<file path="src/rtl/vt52_pkg.sv">
// Shared definitions for the VT52-style terminal datapath: screen geometry,
// fill byte, scroll/clear command encodings and the fill FSM states.
package vt52_pkg;

    localparam int ROWS         = 24;
    localparam int COLS         = 80;
    localparam int ROW_BITS     = 5;
    localparam int COL_BITS     = 7;
    localparam int ADDR_BITS    = 11;
    localparam int SCREEN_CHARS = ROWS * COLS;

    localparam logic [7:0] FILL_CHAR = 8'h20;

    localparam logic [1:0] CMD_SCROLL_UP    = 2'd0;
    localparam logic [1:0] CMD_CLEAR_SCREEN = 2'd1;
    localparam logic [1:0] CMD_CLEAR_EOL    = 2'd2;
    localparam logic [1:0] CMD_CLEAR_EOS    = 2'd3;

    typedef enum logic [0:0] {
        ST_IDLE = 1'b0,
        ST_FILL = 1'b1
    } fill_state_e;

endpackage

</file>
<file path="src/rtl/screen_addr.sv">
// Maps a screen-relative (x,y) to a circular character-buffer address:
// (first + y*COLS + x) mod ROWS*COLS using one conditional subtraction.
module screen_addr
    import vt52_pkg::*;
#(
    parameter int ROWS      = vt52_pkg::ROWS,
    parameter int COLS      = vt52_pkg::COLS,
    parameter int ROW_BITS  = vt52_pkg::ROW_BITS,
    parameter int COL_BITS  = vt52_pkg::COL_BITS,
    parameter int ADDR_BITS = vt52_pkg::ADDR_BITS
) (
    input  logic [ADDR_BITS-1:0] i_first,
    input  logic [COL_BITS-1:0]  i_x,
    input  logic [ROW_BITS-1:0]  i_y,
    output logic [ADDR_BITS-1:0] o_addr
);

    localparam int N_CHARS  = ROWS * COLS;
    // Two spare bits so out-of-range cursors cannot overflow the sum.
    localparam int SUM_BITS = ADDR_BITS + 2;

    logic [SUM_BITS-1:0] w_sum;

    assign w_sum  = SUM_BITS'(i_first) + SUM_BITS'(i_y) * SUM_BITS'(COLS) + SUM_BITS'(i_x);
    assign o_addr = (w_sum >= SUM_BITS'(N_CHARS)) ? ADDR_BITS'(w_sum - SUM_BITS'(N_CHARS))
                                                  : ADDR_BITS'(w_sum);

endmodule

</file>
<file path="src/rtl/scroll_clear_engine.sv">
// Owns the scroll pointer (first_char) and bulk-writes the fill character
// into the character buffer for scroll-up and the clear commands.
module scroll_clear_engine
    import vt52_pkg::*;
#(
    parameter int         ROWS      = vt52_pkg::ROWS,
    parameter int         COLS      = vt52_pkg::COLS,
    parameter int         ROW_BITS  = vt52_pkg::ROW_BITS,
    parameter int         COL_BITS  = vt52_pkg::COL_BITS,
    parameter int         ADDR_BITS = vt52_pkg::ADDR_BITS,
    parameter logic [7:0] FILL_CHAR = vt52_pkg::FILL_CHAR
) (
    input  logic                 clk,
    input  logic                 reset,
    input  logic                 cmd_valid,
    output logic                 cmd_ready,
    input  logic [1:0]           cmd,
    input  logic [COL_BITS-1:0]  cursor_x,
    input  logic [ROW_BITS-1:0]  cursor_y,
    output logic [ADDR_BITS-1:0] first_char,
    output logic [ADDR_BITS-1:0] wr_addr,
    output logic [7:0]           wr_data,
    output logic                 wr_en,
    output logic                 busy
);

    localparam int N_CHARS = ROWS * COLS;

    fill_state_e            r_state;
    fill_state_e            w_next_state;
    logic [ADDR_BITS-1:0]   r_first_char;
    logic [ADDR_BITS-1:0]   r_wr_addr;
    logic [ADDR_BITS-1:0]   r_count;
    logic [7:0]             r_wr_data;
    logic                   r_wr_en;
    logic                   r_cmd_ready;
    logic                   r_busy;

    logic [ADDR_BITS-1:0]   w_next_first;
    logic [ADDR_BITS-1:0]   w_next_addr;
    logic [ADDR_BITS-1:0]   w_next_count;
    logic                   w_next_wr_en;
    logic                   w_next_ready;

    logic                   w_accept;
    logic                   w_cursor_ok;
    logic [ADDR_BITS-1:0]   w_cursor_addr;
    logic [ADDR_BITS-1:0]   w_lin_off;
    logic [ADDR_BITS-1:0]   w_scroll_first;
    logic [ADDR_BITS-1:0]   w_addr_inc;
    logic [ADDR_BITS-1:0]   w_cmd_start;
    logic [ADDR_BITS-1:0]   w_cmd_count;
    logic [ADDR_BITS-1:0]   w_cmd_first;

    assign w_accept    = cmd_valid & r_cmd_ready;
    assign w_cursor_ok = (32'(cursor_x) < 32'(COLS)) && (32'(cursor_y) < 32'(ROWS));

    screen_addr #(
        .ROWS(ROWS), .COLS(COLS), .ROW_BITS(ROW_BITS), .COL_BITS(COL_BITS), .ADDR_BITS(ADDR_BITS)
    ) u_cursor_addr (
        .i_first (r_first_char),
        .i_x     (cursor_x),
        .i_y     (cursor_y),
        .o_addr  (w_cursor_addr)
    );

    // With a zero origin the same mapping yields the linear offset y*COLS+x.
    screen_addr #(
        .ROWS(ROWS), .COLS(COLS), .ROW_BITS(ROW_BITS), .COL_BITS(COL_BITS), .ADDR_BITS(ADDR_BITS)
    ) u_lin_off (
        .i_first ({ADDR_BITS{1'b0}}),
        .i_x     (cursor_x),
        .i_y     (cursor_y),
        .o_addr  (w_lin_off)
    );

    assign w_scroll_first = (r_first_char >= ADDR_BITS'(N_CHARS - COLS))
                          ? r_first_char - ADDR_BITS'(N_CHARS - COLS)
                          : r_first_char + ADDR_BITS'(COLS);
    assign w_addr_inc     = (r_wr_addr == ADDR_BITS'(N_CHARS - 1)) ? {ADDR_BITS{1'b0}}
                                                                    : r_wr_addr + {{(ADDR_BITS-1){1'b0}}, 1'b1};

    // Command decode: fill start, fill length and new scroll origin.
    always_comb begin
        w_cmd_start = {ADDR_BITS{1'b0}};
        w_cmd_count = {ADDR_BITS{1'b0}};
        w_cmd_first = r_first_char;
        case (cmd)
            CMD_SCROLL_UP: begin
                w_cmd_start = r_first_char;
                w_cmd_count = ADDR_BITS'(COLS);
                w_cmd_first = w_scroll_first;
            end
            CMD_CLEAR_SCREEN: begin
                w_cmd_count = ADDR_BITS'(N_CHARS);
                w_cmd_first = {ADDR_BITS{1'b0}};
            end
            CMD_CLEAR_EOL: begin
                w_cmd_start = w_cursor_addr;
                if (w_cursor_ok) begin
                    w_cmd_count = ADDR_BITS'(COLS) - ADDR_BITS'(cursor_x);
                end else begin
                    w_cmd_count = {ADDR_BITS{1'b0}};
                end
            end
            CMD_CLEAR_EOS: begin
                w_cmd_start = w_cursor_addr;
                if (w_cursor_ok) begin
                    w_cmd_count = ADDR_BITS'(N_CHARS) - w_lin_off;
                end else begin
                    w_cmd_count = {ADDR_BITS{1'b0}};
                end
            end
            default: begin
                w_cmd_count = {ADDR_BITS{1'b0}};
            end
        endcase
    end

    // Next-state logic; r_count holds the writes still to show, including the current one.
    always_comb begin
        w_next_state = r_state;
        w_next_first = r_first_char;
        w_next_addr  = r_wr_addr;
        w_next_count = r_count;
        w_next_wr_en = 1'b0;
        w_next_ready = r_cmd_ready;
        case (r_state)
            ST_IDLE: begin
                w_next_ready = 1'b1;
                if (w_accept) begin
                    w_next_first = w_cmd_first;
                    if (w_cmd_count != {ADDR_BITS{1'b0}}) begin
                        w_next_state = ST_FILL;
                        w_next_addr  = w_cmd_start;
                        w_next_count = w_cmd_count;
                        w_next_wr_en = 1'b1;
                        w_next_ready = 1'b0;
                    end else begin
                        w_next_state = ST_IDLE;
                    end
                end else begin
                    w_next_state = ST_IDLE;
                end
            end
            ST_FILL: begin
                if (r_count == {{(ADDR_BITS-1){1'b0}}, 1'b1}) begin
                    w_next_state = ST_IDLE;
                    w_next_count = {ADDR_BITS{1'b0}};
                    w_next_ready = 1'b1;
                end else begin
                    w_next_addr  = w_addr_inc;
                    w_next_count = r_count - {{(ADDR_BITS-1){1'b0}}, 1'b1};
                    w_next_wr_en = 1'b1;
                    w_next_ready = 1'b0;
                end
            end
            default: begin
                w_next_state = ST_IDLE;
                w_next_ready = 1'b1;
            end
        endcase
    end

    // State and output registers.
    always_ff @(posedge clk) begin
        if (reset) begin
            r_state      <= ST_IDLE;
            r_first_char <= {ADDR_BITS{1'b0}};
            r_wr_addr    <= {ADDR_BITS{1'b0}};
            r_count      <= {ADDR_BITS{1'b0}};
            r_wr_data    <= FILL_CHAR;
            r_wr_en      <= 1'b0;
            r_cmd_ready  <= 1'b1;
            r_busy       <= 1'b0;
        end else begin
            r_state      <= w_next_state;
            r_first_char <= w_next_first;
            r_wr_addr    <= w_next_addr;
            r_count      <= w_next_count;
            r_wr_data    <= FILL_CHAR;
            r_wr_en      <= w_next_wr_en;
            r_cmd_ready  <= w_next_ready;
            r_busy       <= ~w_next_ready;
        end
    end

    assign cmd_ready  = r_cmd_ready;
    assign busy       = r_busy;
    assign first_char = r_first_char;
    assign wr_addr    = r_wr_addr;
    assign wr_data    = r_wr_data;
    assign wr_en      = r_wr_en;

endmodule

</file>
<file path="config.mk">
export PLATFORM = sky130hd
export DESIGN_NAME = scroll_clear_engine
export DESIGN_NICKNAME = d
export VERILOG_FILES = /design/src/rtl/vt52_pkg.sv /design/src/rtl/screen_addr.sv /design/src/rtl/scroll_clear_engine.sv
export SDC_FILE = /design/constraint.sdc
export NUM_CORES = 1
export LEC_CHECK = 0
export ABC_AREA = 1
export BUFFER_PORTS_ARGS = -buffer_cell sky130_fd_sc_hd__buf_4
export CAP_MARGIN = 20
export CORE_MARGIN = 2
export CORE_UTILIZATION = 59
export DETAILED_ROUTE_END_ITERATION = 10
export PLACE_DENSITY_LB_ADDON = 0.05
export SLEW_MARGIN = 5
export SYNTH_ARGS = -nofsm -noshare
export SYNTH_HDL_FRONTEND = slang
export SYNTH_SLANG_ARGS = --single-unit
</file>
<file path="constraint.sdc">
create_clock -name clk -period 4.3 [get_ports clk]
set_clock_uncertainty 0.05 [all_clocks]
set_input_delay 0.215 -clock clk [delete_from_list [all_inputs] [get_ports clk]]
set_output_delay 0.215 -clock clk [all_outputs]
set_load 0.02 [all_outputs]
</file>
== After elaboration in Yosys (flattened, before gate mapping) ==
Cells that the tools add are included.
Word-level totals
  memory bits (writable): 0
  memories: 0
  flip-flop bits (word level): 36
  output and inout bits: 33
  latch bits: 0
  word-level logic and storage cells: 67
  bits in read-only memories: 0
Cells by class
  reduce and logical (&&, ||, !) cells: 8
  add/subtract/negate cells: 11
  muxes and demuxes: 25
  bitwise operators: 3
  div/mod/pow operators: 0
  shift-type cells: 0
  order comparisons: 5
  equality and inequality tests: 8
  $mul: 1
Operator list (number)
  11-bit two-way mux: 12
  11-bit case mux with 2 select lines: 4
  11-bit case mux with 4 select lines: 1
  11-bit subtractor (second input constant): 3
  13-bit by 11-bit greater-or-equal comparator with 1-bit output (second input constant): 2
  11-bit by 12-bit adder with 13-bit output: 1
  12-bit by 7-bit adder with 13-bit output: 1
  13-bit by 7-bit adder with 13-bit output: 1
  11-bit by 1-bit adder with 11-bit output (second input constant): 1
  11-bit by 7-bit adder with 11-bit output (second input constant): 1
  11-bit by 1-bit equality test with 1-bit output (second input constant): 1
  11-bit equality test (second input constant): 1
  11-bit greater-or-equal comparator (second input constant): 1
  11-bit nonzero test: 1
  11-bit by 1-bit subtractor with 11-bit output (second input constant): 1
  11-bit subtractor (first input constant): 1
  5-bit by 3-bit multiplier with 8-bit output (second input constant): 1
  7-bit by 7-bit subtractor with 8-bit output (first input constant): 1
  7-bit < comparator (second input constant): 1
  1-bit two-way mux: 6
  2-bit != test (second input constant): 3
  3-bit AND reduction: 2
  5-bit < comparator (second input constant): 1
  2-bit equality test (second input constant): 2
  other kinds (9): 11

== Longest topological paths before layout ==
Gate-level depths: netlist (run 1).
  word-level depth: 12
  gate-level depth with buffers: 28
  gate-level depth less buffers: 27

== By module ==
From an unflattened synthesis (run 1), not the netlist that was laid out.
Second synthesis, totals
  cell total of the unflattened synthesis: 905
  area, all modules: 5401.4 um2
Modules (own cells, without submodules)
  scroll_clear_engine: area each 2860.2 um2, cells an instance 465, sequential area each 620.6 um2, instances 1
  screen_addr (u_lin_off): area each 1302.5 um2, cells an instance 219, sequential area each 0.0 um2, instances 1
  screen_addr (u_cursor_addr): area each 1238.7 um2, cells an instance 221, sequential area each 0.0 um2, instances 1

== Least setup slack after synthesis (run 1) ==
OpenSTA, ideal clock, no wires.
  path kind: input-to-reg
  start: in cursor_y[1]
  end: reg r_wr_addr[8] (netlist: wr_addr[8])
  arrival: 3.199 ns
  slack: 0.987 ns
  required time: 4.186 ns
  buffers on the path: 0
  stages: 20
  cell sequence: ha_1 ha_1 fa_1 ha_1 ha_1 inv_1 xor2_1 inv_1 ha_1 nor2_1 nor2_1 nand3_1 nand2_1 nand2_1 nand2_1 o21ai_0 a21oi_1 nand2_1 nand2_1 nor2_1
Between the ends
  cells in the longest elaborated chain, start to end: 10
RTL lines
  start, declared: RTL line scroll_clear_engine.sv:19  | input logic [ROW_BITS-1:0] cursor_y,
  5-bit by 3-bit multiplier with 8-bit output: RTL line screen_addr.sv:24  | assign w_sum = SUM_BITS'(i_first) + SUM_BITS'(i_y) * SUM_BITS'(COLS) + SUM_BITS'(i_x);
  12-bit by 7-bit adder with 13-bit output: RTL line screen_addr.sv:24
  11-bit subtractor or 13-bit by 11-bit greater-or-equal comparator with 1-bit output (tied branches): RTL line screen_addr.sv:25  | assign o_addr = (w_sum >= SUM_BITS'(N_CHARS)) ? ADDR_BITS'(w_sum - SUM_BITS'(N_CHARS))
  11-bit two-way mux: RTL line screen_addr.sv:25
  11-bit subtractor: RTL line scroll_clear_engine.sv:109  | w_cmd_count = ADDR_BITS'(N_CHARS) - w_lin_off;
  11-bit two-way mux: RTL line scroll_clear_engine.sv:108  | if (w_cursor_ok) begin
  11-bit case mux with 4 select lines: RTL line scroll_clear_engine.sv:88  | case (cmd)
  11-bit nonzero test: RTL line scroll_clear_engine.sv:133  | if (w_cmd_count != {ADDR_BITS{1'b0}}) begin
  2-bit != test (no line)
  3-bit AND reduction (no line)
  end signal, assigned: RTL line scroll_clear_engine.sv:170  | r_wr_addr <= {ADDR_BITS{1'b0}};
  end signal, assigned: RTL line scroll_clear_engine.sv:179  | r_wr_addr <= w_next_addr;
  end, declared: RTL line scroll_clear_engine.sv:32  | logic [ADDR_BITS-1:0] r_wr_addr;
Parallel ways exist; a longest one is shown, timed or not. The select of a mux whose other input is x is not followed.
A chain may end at the register's enable or synchronous reset.

== Worst setup path after layout (run 1) ==
  start: in cursor_y[1]
  end: reg r_count[10]
Between the ends
  cells in the longest elaborated chain, start to end: 10
RTL lines
  5-bit by 3-bit multiplier with 8-bit output: RTL line screen_addr.sv:24
  12-bit by 7-bit adder with 13-bit output: RTL line screen_addr.sv:24
  11-bit subtractor or 13-bit by 11-bit greater-or-equal comparator with 1-bit output (tied branches): RTL line screen_addr.sv:25
  11-bit two-way mux: RTL line screen_addr.sv:25
  11-bit subtractor: RTL line scroll_clear_engine.sv:109
  11-bit two-way mux: RTL line scroll_clear_engine.sv:108
  11-bit case mux with 4 select lines (*): RTL line scroll_clear_engine.sv:88
  11-bit nonzero test or 11-bit two-way mux (tied branches): RTL line scroll_clear_engine.sv:133
  2-bit != test (no line) or 11-bit two-way mux (tied branches)
  2-bit AND reduction (no line) or 11-bit case mux with 2 select lines (tied branches)
  end signal, assigned: RTL line scroll_clear_engine.sv:171  | r_count <= {ADDR_BITS{1'b0}};
  end signal, assigned: RTL line scroll_clear_engine.sv:180  | r_count <= w_next_count;
  end, declared: RTL line scroll_clear_engine.sv:33  | logic [ADDR_BITS-1:0] r_count;
Every way passes the cells marked *; elsewhere a longest branch is shown, timed or not. The select of a mux whose other input is x is not followed.

==> results of run 1 <==
==> worst max path at each step <==
stage	from	end	slack, ns	depth (start not counted)
finish	cursor_y[1]	r_count[10]	0.66	24
global route	first_char[6]	wr_addr[8]	0.29	21
CTS	cursor_y[1]	r_count[10]	0.69	24
detailed placement	cursor_y[1]	r_count[10]	0.40	24
global placement	cursor_y[1]	r_count[10]	0.53	24
floorplan	cursor_y[1]	wr_addr[8]	0.99	20
==> synthesized netlist by cell type (2+ instances only) <==
cell,n
inv_2,3
ha_1,29
nor2_2,7
nand3_2,2
nor2_4,2
a21oi_1,31
o21ai_1,2
nor3_1,8
o22ai_1,6
dfxtp_1,31
nand4_1,8
clkinv_1,2
inv_1,80
xnor2_1,10
nand3b_1,6
a21oi_2,4
nand2_1,132
buf_6,2
conb_1,2
a32oi_1,2
a22oi_1,2
o21ai_0,24
fa_1,5
nand2_4,4
clkbuf_1,4
nand3_1,61
buf_2,3
o21bai_1,2
buf_4,13
nor4_1,2
nand2_2,6
nor2_1,69
xor2_1,12
==> layer usage <==
layer  global-route usage  vias to the layer above  share of wire
met2                0.485                       98           0.48
li1                     -                     1948              -
met1                0.371                     1709           0.46
met4               0.0667                        0          0.014
met3               0.0489                       13          0.045
met5                    0                        -              0
==> sequential cells by signal, summed over array words and instances (netlist names) <==
signal / count
cmd_ready: 1
first_char: 7
r_count: 11
wr_addr: 11
wr_en: 1
==> cells in the final DEF, fill, tap and decap left out, drive strengths merged, types with 2 or more instances in the layout <==
| cell type | n |
|---|---|
| nand2 | 142 |
| inv | 83 |
| nor2 | 78 |
| nand3 | 63 |
| buf | 37 |
| a21oi | 35 |
| dfxtp | 31 |
| ha | 29 |
| o21ai | 27 |
| conb | 13 |
| xor2 | 12 |
| xnor2 | 10 |
| nand4 | 9 |
| nor3 | 8 |
| clkbuf | 7 |
| nand3b | 6 |
| o22ai | 6 |
| fa | 5 |
| clkinv | 3 |
| o21bai | 2 |
| nor4 | 2 |
| a32oi | 2 |
| a22oi | 2 |
==> cell type report <==
| type | instances | area, sq um | share of cell area |
|---|---|---|---|
| multi-input cells | 459 | 2570 | 0.648 |
| flip-flops and latches | 31 | 621 | 0.157 |
| inverters | 85 | 319 | 0.0806 |
| repair buffers | 37 | 278 | 0.0701 |
| well taps | 75 | 93.8 | 0.0237 |
| clock buffers | 7 | 76.3 | 0.0193 |
| clock inverters | 1 | 5.00 | 0.00126 |
==> report_power, final <==
| group | internal (mW) | leakage, nW | total [mW] | switching (mW) |
|---|---|---|---|---|
| clock network | 0.113 | 0.0422 | 0.223 | 0.109 |
| logic | 0.271 | 1.72 | 0.734 | 0.463 |
| registers | 0.326 | 0.255 | 0.375 | 0.0488 |
==> cell families (layout without fill, tap and decap cells) <==
logic type,count (synthesis),in the layout,synth area share
AOI/OAI and AO/OA,80,80,0.128
xor gates and xnor gates,22,22,0.0533
adders and majority gates,34,34,0.128
buffers and inverters,107,130,0.130
DFF,31,31,0.172
other,2,13,0.00208
and+or+nand+nor,310,310,0.388
==> run metrics, run 1 <==
Worst IR Drop VDD 292 uV; Final min period 3.64 ns; Synth top area share 0.172; GP Congestion 0.941; share of cells above drive strength 1 0.119; Worst EP required 4.43 ns; final hold violation count 0; cell count after placement 687; Synth async-reset ratio 0; FF-to-FF End wr_addr[8]; initial antenna violation count 0; Ports 50; cell taking the most area after synthesis dfxtp_1; Area Growth Syn to Fin 9.52%; Hold Crit Start reset; PwrDens 336 nW/um^2; slowest CP cell fa_1; Util after Layout 0.669; Avg Cell Area, Syn 6.17 sq um; hpwl dp 7.25 mm; WHS 0.150 ns; CP Buf/Inv Count 2; Post-synth EDFFs 0; Post-Syn Area 3620 sq um; dpl ws 0.400 ns; Setup CP Type in -> reg; worst hold path type in -> reg; H-tree levels 2; ANT nets after route 0; Sink Count 31; Initial DRC Count 206; worst path arrival time 3.77 ns; # nets final 670; hold buffers post-CTS 0; highest clock rate 275 MHz; Final Setup Violations 0; Core Rows 28; Antenna diodes 0; Seq/Total Area, Yosys 0.172; Top Family by Delay on Critical Path simple AND/OR/NAND/NOR gates; Synth Flop Type dfxtp_1; RR Startpoint first_char[6]; status completed; RSZ-0062 raised after global routing no; clock latency on the worst-skew pair 0.29 ns; cell mode on critical path nand2_1; root buffer cell clkbuf_8; die width 82.3 microns; cell area after layout 3960 sq um; Die ar. 6770 sq um; CTS tree yes; port buffer count 37; first-pass GRT wire length 15.1 mm; cells along the critical path buf_4 > ha_1 > ha_1 > fa_1 > nand3b_1 > nand2_1 > inv_1 > ha_1 > nand2_1 > nand2_1 > nand2_2 > nand2_4 > nand2_4 > nand2_2 > nor2_1 > nand3b_1 > nand3_1 > nand2_1 > nor2_2 > nand3_2 > nand2_2 > nand2_1 > nand2_1 > nor2_1; initial core utilization 0.611; Max clock buf depth 2; Clock transition at path regs 0.07 ns; Hold Path End r_count[0]; Num CTS Buffers 5; core area 5920 sq um; Slew @ Worst Pin 0.592 ns; routed len/inst 13.0 microns; Post-Layout Cell Count 695; Crit. End Element flip-flop; crit share post-route 0.846; drt drc 0; Max Slew Vio Count 0; synthesis-stage register bit count 31; gr usage total 0.284; drt via density 5.42; Leakage 2.02 nW; filler instances 566; CTS resizes 0; total power 1.33 mW; flop-to-flop setup slack 0.67 ns; drt total wl 9.04 mm; GR Overflow Total 0; Yosys warnings 0; setup repair bufs after CTS 0; maximum fanout along the worst path 15; cell depth of the worst flop-to-flop path 20; Yosys cell types 43; startpoint types input port; die height 82.3 microns; Max-Cap Viols 0; Slew HR 0.603; fin worst setup slack 0.662 ns; vias in the first global route 3,419; placed inst area 3880 sq um; vias 3,768; DRT Pass-1 Iters 5; Hold Path Stages 2; Fin Setup TNS 0 ns; Crit path largest cell delay 0.52 ns; largest net degree at the start of global routing 20; Post-Syn Instances 586; synth top area cells dfxtp_1 17%, nand2_1 14%, ha_1 10%, nand3_1 8.4%, inv_1 8.3%
Power figures use the tool's default switching activity.
==> run 2: changes to the inputs <==
- CORE_UTILIZATION: 59 -> 53
- clock period: 4.3 -> 3 ns (I/O delays scaled with it)
==> run 2 against run 1 <==
Against the previous run: die area is 11% higher; critical endpoint is now wr_addr[7]; final cell count rose by 12%; hold slack got worse by 0.072 ns; worst setup slack got worse by 0.88 ns; sequential share of layout area down 3.4 points; the flow now finishes with violations (setup timing); clock power is 45% higher; highest routed layer unchanged; count of clock-buffer cells in the layout unchanged; critical path depth stayed put; combinational power rose by 120%; routed wire length rose by 21%.
==> run metrics, run 2 (synthesized netlist as in run 1, its figures left out) <==
status complete, but fails checks; failing checks setup timing; Die ar. 7500 sq um; Max Slew Vio Count 0; crit share post-route 1.07; ANT nets after route 0; DRT Pass-1 Iters 4; Initial DRC Count 192; clock latency on the worst-skew pair 0.28 ns; CTS tree yes; worst hold path type in -> reg; PwrDens 487 nW/um^2; port buffer count 37; startpoint types input port; Clock transition at path regs 0.07 ns; Worst IR Drop VDD 367 uV; Fin Setup TNS -2.95 ns; Final min period 3.22 ns; vias in the first global route 4,025; GP Congestion 0.899; gr usage total 0.285; Hold Crit Start reset; placed inst area 4490 sq um; core area 6680 sq um; hpwl dp 7.90 mm; drt total wl 10.9 mm; highest clock rate 311 MHz; fin worst setup slack -0.217 ns; Max clock buf depth 2; largest net degree at the start of global routing 15; Setup CP Type in -> reg; cell depth of the worst flop-to-flop path 21; die width 86.6 microns; routed len/inst 14.0 microns; RR Startpoint first_char[6]; flop-to-flop setup slack -0.09 ns; vias 4,215; GR Overflow Total 0; Final Setup Violations 24; # nets final 750; die height 86.6 microns; Hold Path Stages 2; initial antenna violation count 0; Core Rows 30; Antenna diodes 0; Ports 50; cell area after layout 5090 sq um; Hold Path End r_count[5]; Worst EP required 3.13 ns; maximum fanout along the worst path 8; most common cell after layout, fill and taps aside nand2_1; Num CTS Buffers 5; root buffer cell clkbuf_8; final hold violation count 0; H-tree levels 2; commonest non-fill, non-tap cells in the layout 112 x nand2_1, 108 x buf_4, 72 x inv_1; FF-to-FF End wr_addr[8]; worst path arrival time 3.35 ns; Area Growth Syn to Fin 40.9%; Slew HR 0.537; share of cells above drive strength 1 0.346; drt via density 5.40; Max-Cap Viols 0; drt drc 0; Slew @ Worst Pin 0.693 ns; Crit. End Element flip-flop; Sink Count 31; Leakage 2.50 nW; RSZ-0062 raised after global routing yes; first-pass GRT wire length 17.5 mm; initial core utilization 0.541
## run 2: critical path, stage by stage
cell and delay (ns):
buf_6 0.10, ha_4 0.23, ha_4 0.16, fa_2 0.62, nand3b_1 0.15, nand2_2 0.08, buf_4 0.15, nor2_4 0.11
nand2_2 0.08, nand2_4 0.11, nand2_8 0.07, nand2_8 0.13, nand2_2 0.07, o21ai_2 0.08, nand2_1 0.08, nand3_2 0.09
nand2_2 0.07, nor2_2 0.15, nand4_2 0.13, nand2_4 0.17, buf_6 0.15, nand3_2 0.05, nand2_1 0.10, nor2_2 0.05
## run 2: through the flow
step	setup slack (ns)	utilization	cells	power, mW	hold slack (ns)
floorplan	-0.0370	-	597	1.41	0.328
global placement	-0.524	0.672	756	1.78	0.368
detailed placement	-0.603	0.672	756	1.82	0.375
CTS	-0.0648	0.724	778	2.29	0.0796
global route	-0.363	0.763	780	2.68	0.0887
finish	-0.217	0.763	780	2.48	0.0775
## run 2: worst max path at each step
stage,start,end,slack (ns),cells after the start
2_1_floorplan,cursor_y[1],wr_addr[9],-0.04,24
3_3_place_gp,cursor_y[1],wr_addr[8],-0.52,21
3_5_place_dp,cursor_y[2],wr_addr[8],-0.60,22
4_1_cts,cursor_y[3],wr_addr[8],-0.06,21
5_1_grt,cursor_y[1],wr_addr[4],-0.36,24
6_report,cursor_y[1],wr_addr[7],-0.22,24
## run 2: layer usage
layer,GRT usage,vias up,share of wire
li1,-,2112,-
met1,0.351,1958,0.43
met2,0.521,121,0.51
met3,0.0390,24,0.044
met4,0.0668,0,0.018
met5,0,-,0
## run 2: area by class of cell
cell class                 instances  area (sq um)
multi-input combinational        460          3070
clock inverter                     1          5.00
fill                             553          1590
timing repair buffer             116           901
tap                               80           100
inverter                          85           319
sequential                        31           624
clock buffer                       7          76.3
## run 2: report_power, final
group          leakage (nW)  internal (mW)  total [mW]  switching [mW]
clock                0.0422          0.163       0.324           0.161
combinational          2.20          0.724        1.63           0.902
sequential            0.255          0.468       0.532          0.0649
total                  2.50           1.35        2.48            1.13
## run 2: timing repair
| action | in CTS | in global routing |
|---|---|---|
| pin swaps | 37 | 42 |
| hold buffers | 0 | 0 |
| setup buffers | 13 | 2 |
| setup endpoints to repair | 24 | 24 |
| resized for setup | 39 | 59 |
| cloned | 1 | 0 |
